--- config.mk ---
export PLATFORM = sky130hd
export DESIGN_NAME = instr_fetch_unit
export DESIGN_NICKNAME = d
export VERILOG_FILES = /design/src/rtl/instr_fetch_unit.sv
export SDC_FILE = /design/constraint.sdc
export NUM_CORES = 1
export LEC_CHECK = 0
export CORE_MARGIN = 5
export CORE_UTILIZATION = 51
export CTS_BUF_LIST = sky130_fd_sc_hd__clkbuf_8
export DETAILED_ROUTE_END_ITERATION = 8
export PLACE_DENSITY = 0.83
export SLEW_MARGIN = 40
export SYNTH_ARGS = -nofsm -noshare
export SYNTH_HDL_FRONTEND = slang
export SYNTH_SLANG_ARGS = --single-unit
--- constraint.sdc ---
create_clock -name clk -period 3.47 [get_ports clk]
set_input_delay 0.694 -clock clk [delete_from_list [all_inputs] [get_ports clk]]
set_output_delay 0.694 -clock clk [all_outputs]
set_load 0.05 [all_outputs]
--- src/rtl/instr_fetch_unit.sv ---
// Instruction fetch unit: fetches words over a readM/inputReady handshake,
// holds them in the IR for the decoder, and owns the PC and retire counter.
module instr_fetch_unit #(
  parameter int                   WORD_SIZE = 16,
  parameter logic [WORD_SIZE-1:0] RESET_PC  = '0
) (
  input  logic                 clk,
  input  logic                 reset_n,
  output logic                 readM,
  output logic [WORD_SIZE-1:0] address,
  input  logic [WORD_SIZE-1:0] data,
  input  logic                 inputReady,
  output logic [WORD_SIZE-1:0] instruction,
  output logic                 instr_valid,
  input  logic                 advance,
  input  logic                 jump,
  input  logic                 branch_taken,
  output logic [WORD_SIZE-1:0] pc,
  output logic [WORD_SIZE-1:0] num_inst
);

  typedef enum logic [1:0] {
    S_RESET = 2'd0,
    S_FETCH = 2'd1,
    S_HOLD  = 2'd2
  } state_e;

  state_e               state_q, state_d;
  logic [WORD_SIZE-1:0] pc_q, pc_d;
  logic [WORD_SIZE-1:0] ir_q, ir_d;
  logic [WORD_SIZE-1:0] num_q, num_d;
  logic [WORD_SIZE-1:0] next_pc;
  logic [WORD_SIZE-1:0] branch_off;

  assign branch_off = {{(WORD_SIZE-8){ir_q[7]}}, ir_q[7:0]};

  // Jump keeps the PC's top nibble (page) and replaces the low 12 bits.
  always_comb begin
    if (jump)              next_pc = {pc_q[WORD_SIZE-1:12], ir_q[11:0]};
    else if (branch_taken) next_pc = pc_q + WORD_SIZE'(1) + branch_off;
    else                   next_pc = pc_q + WORD_SIZE'(1);
  end

  always_comb begin
    // NOTE: every target gets its hold value first so no path leaves it unassigned (no latch).
    state_d = state_q;
    pc_d    = pc_q;
    ir_d    = ir_q;
    num_d   = num_q;
    unique case (state_q)
      S_RESET: state_d = S_FETCH;
      S_FETCH: begin
        if (inputReady) begin
          ir_d    = data;
          state_d = S_HOLD;
        end
      end
      S_HOLD: begin
        if (advance) begin
          pc_d    = next_pc;
          num_d   = num_q + WORD_SIZE'(1);
          state_d = S_FETCH;
        end
      end
      default: state_d = S_RESET;
    endcase
  end

  // NOTE: state registers use non-blocking assignments so all flops update together at the edge.
  always_ff @(posedge clk or negedge reset_n) begin
    if (!reset_n) begin
      state_q <= S_RESET;
      pc_q    <= RESET_PC;
      ir_q    <= '0;
      num_q   <= '0;
    end else begin
      state_q <= state_d;
      pc_q    <= pc_d;
      ir_q    <= ir_d;
      num_q   <= num_d;
    end
  end

  // Handshake outputs decode the registered state, so reset clears them at once.
  assign readM       = (state_q == S_FETCH);
  assign instr_valid = (state_q == S_HOLD);
  assign address     = pc_q;
  assign pc          = pc_q;
  assign instruction = ir_q;
  assign num_inst    = num_q;

endmodule

==> reports/metrics.yaml <==
route:
  drc: 0
  vias: 2995
  first_pass_iters: 4
  drt-total-wl_um: 8680
  drt_iter0_markers: 152
  viasPerCell: 5.79
  avgRoutedWirePerCell_um: 16.8
  ant_nets: 0
worst_setup_path:
  max_stage_delay_ns: 0.51
  cpMostUsedCell: "mux2i_1"
  timing.rr.start: "address[2]$_DFFE_PN0P_"
  crit_chain: "and4_4 -> and3_1 -> nand2_1 -> xnor2_1 -> ha_1 -> or2_1 -> a21oi_1 -> a211oi_2 -> o31ai_4 -> mux2i_1 -> mux2i_1 -> o21ai_1"
  required_ns: 3.67
  crit_buf_inv: 0
  critPathMaxFanout: 8
  critPathTopFamily: "simple AND/OR/NAND/NOR gates"
  criticalPathCategory: "reg2reg"
  crit_arrival_ns: 3.42
  startpoint: "address[2]$_DFFE_PN0P_"
  start_kind: "flip-flop"
  endpoint_kind: "flip-flop"
  cp_slowest_cell: "dfrtp_1"
synthesis:
  synth_xor_area_frac: 0.0908
  synth_area_um2: 3380
  synth.area.mux_share: 0.0652
  synth_cells: 364
  synth_top_family_by_area: "simple AND/OR/NAND/NOR gates"
  synthesis.nets: 409
  synthTopCellsByArea: "dfrtp_1 (37%), ha_1 (8.2%), xnor2_1 (6.2%), mux2_2 (5.3%), nand2_1 (4.8%)"
  netlist.area_leader.share: 0.371
  synth_top_cell_by_area: "dfrtp_1"
  avgSynthCellArea_um2: 9.28
  synth_fa_ha_area_frac: 0.0874
  synthSimpleGateAreaFrac: 0.191
  ys_async_sr_fraction: 1.00
  synth-seq-cells: 50
  yosysMostFrequentCell: "dfrtp_1"
  synth_compound_area_frac: 0.142
  yosys_warnings: 0
  ys_top_cells_by_count: "dfrtp_1 (50), nand2_1 (43), xnor2_1 (24), ha_1 (22), nor2_1 (22)"
  seq_area_frac_synth: 0.371
  synth_cell_type_count: 53
  synth_edf_count: 0
  ys.flop_type: "dfrtp_1"
cells_and_area:
  n_antenna_cell: 0
  area_delta_synth_final_pct: 28.2
  drive_gt1_frac: 0.0977
  nFillCells: 522
  final_nets: 484
grt:
  grt_antenna_before_repair: 0
  grt_pass1_vias: 2989
  grt_overflow: 0
  grt_max_degree: 38
  grt_pass1_wl_um: 14400
  grt_usage: 0.208
floorplan:
  start_util: 0.529
  coreArea_um2: 6390
  io_pins: 88
  fp.dieH_um: 91.4
  die-width_um: 91.4
  rows: 29
  die_area_um2: 8350
sta:
  maxSlewViolCount: 0
  post-route-min-period_ns: 3.22
  max_slew_margin: 0.498
  max_freq_mhz: 311
  post-route-period-util: 0.928
  fin_skew_ns: 0.00800
  finalSetupViolCount: 0
  tns_ns: 0
  worst_pin_slew_ns: 0.750
  rsz0062_at_grt: "no"
  timing_hold_violations_final: 0
placed_design:
  place.gp.congestion: 0.891
  port_buffers: 87
  dp_hpwl_um: 6670
cts:
  cts_root_buffer: "clkbuf_8"
  postCtsSetupBuffers: 0
  cts_tree: "done"
  path_clk_slew_ns: 0.10
  clock_latency_ns: 0.31
  cts_max_path_buffers: 2
  cts_num_sinks: 50
  cts_buffers: 5
  htree_levels: 2
run:
  cap_viol_max_count: 0
run_status:
  outcome: "complete, no violations"
min_path:
  hold_path.class: "in2async"
-- layout make-up --
| cell class | count | area (um2) | share of cell area |
|---|---|---|---|
| Sequential cell | 50 | 1250 | 0.289 |
| Clock inverter | 3 | 23.8 | 0.00549 |
| Timing Repair Buffer | 92 | 906 | 0.209 |
| Clock buffer | 5 | 68.8 | 0.0159 |
| Multi-Input combinational cell | 282 | 1950 | 0.451 |
| Inverter | 8 | 30.0 | 0.00693 |
| Tap cell | 77 | 96.3 | 0.0222 |
-- what timing repair did --
| action | in CTS | in global routing |
|---|---|---|
| resized for setup | 0 | 1 |
| hold buffers | 0 | 0 |
| setup endpoints to repair | 0 | 1 |
-- registers in the layout (all words and copies together) (netlist names) --
name and cells:
address 16, num_inst 16, state_q 2, instruction 16
-- layer usage --
layer / global-route usage / share of wire / wire [um]
met1: 0.250 / 0.41 / 3550
met2: 0.371 / 0.51 / 4440
met3: 0.0545 / 0.070 / 605
met4: 0.0501 / 0.0098 / 85
met5: 0 / 0 / 0
-- kinds of logic (layout without fill, tap and decap cells) --
kind of cell / count (synthesis) / after routing
adders and majority gates: 23 / 23
buffers and inverters: 32 / 108
xor gates and xnor gates: 35 / 35
and+or+nand+nor: 130 / 130
muxes: 20 / 20
DFF: 50 / 50
AOI/OAI and AO/OA: 74 / 74
-- placed cells by master (no fill, tap or decap), types with 2 or more instances in the layout --
master           instances
o21a_1                   2
xnor2_1                 24
o211ai_1                 2
ha_1                    22
nand3_1                 19
and3_4                   2
nand2b_1                 4
a31oi_1                  2
o21ai_0                 13
clkbuf_8                 5
nor2b_1                  4
nand4_1                  4
or4_1                    2
o21ai_1                  7
o21ai_2                  2
o31ai_1                  4
xor2_1                  11
nand2_1                 43
nor3_1                  12
a211oi_1                 9
buf_4                    6
mux2_2                  16
mux2i_1                  4
a21o_1                   3
inv_1                    6
and3_1                   5
dfrtp_1                 50
and2_1                   4
nor2_1                  22
and4_4                   3
clkdlybuf4s50_1         86
clkinvlp_4               2
a21oi_1                 18
-- through the flow --
step,hold slack [ns],std cells,utilization,setup slack [ns],instance area [um2]
2_1_floorplan,0.398,364,-,0.206,3380
3_3_place_gp,0.456,509,0.662,0.420,4230
3_5_place_dp,0.472,509,0.662,0.236,4230
4_1_cts,0.489,517,0.676,0.198,4320
5_1_grt,0.355,517,0.678,0.0135,4330
6_report,0.329,517,0.678,0.250,4330
-- final timing paths --
check	endpoint	slack, ns	depth (start not counted)
worst min register to register	num_inst[15]$_DFFE_PN0P_	0.48	1
worst max-delay path	address[15]$_DFFE_PN0P_	0.25	12
worst max register to register	address[15]$_DFFE_PN0P_	0.25	12
max in group asynchronous	address[6]$_DFFE_PN0P_	2.55	2
worst min-delay path	address[15]$_DFFE_PN0P_	0.33	1
min in group clk	num_inst[15]$_DFFE_PN0P_	0.48	1
-- worst register-to-register path, delay by kind of cell, from the launching register on --
| kind | cells | cell delay, ns |
|---|---|---|
| XOR/XNOR | 1 | 0.15 |
| multiplexers | 2 | 0.47 |
| flip-flops | 1 | 0.51 |
| adder cells (fa/ha/maj) | 1 | 0.37 |
| AO/OA/AOI/OAI | 4 | 0.78 |
| AND/OR/NAND/NOR | 4 | 0.84 |
Power is left out: the tool's default activity adds up to more than one toggle a clock period on the data nets, which glitch-free logic cannot reach.
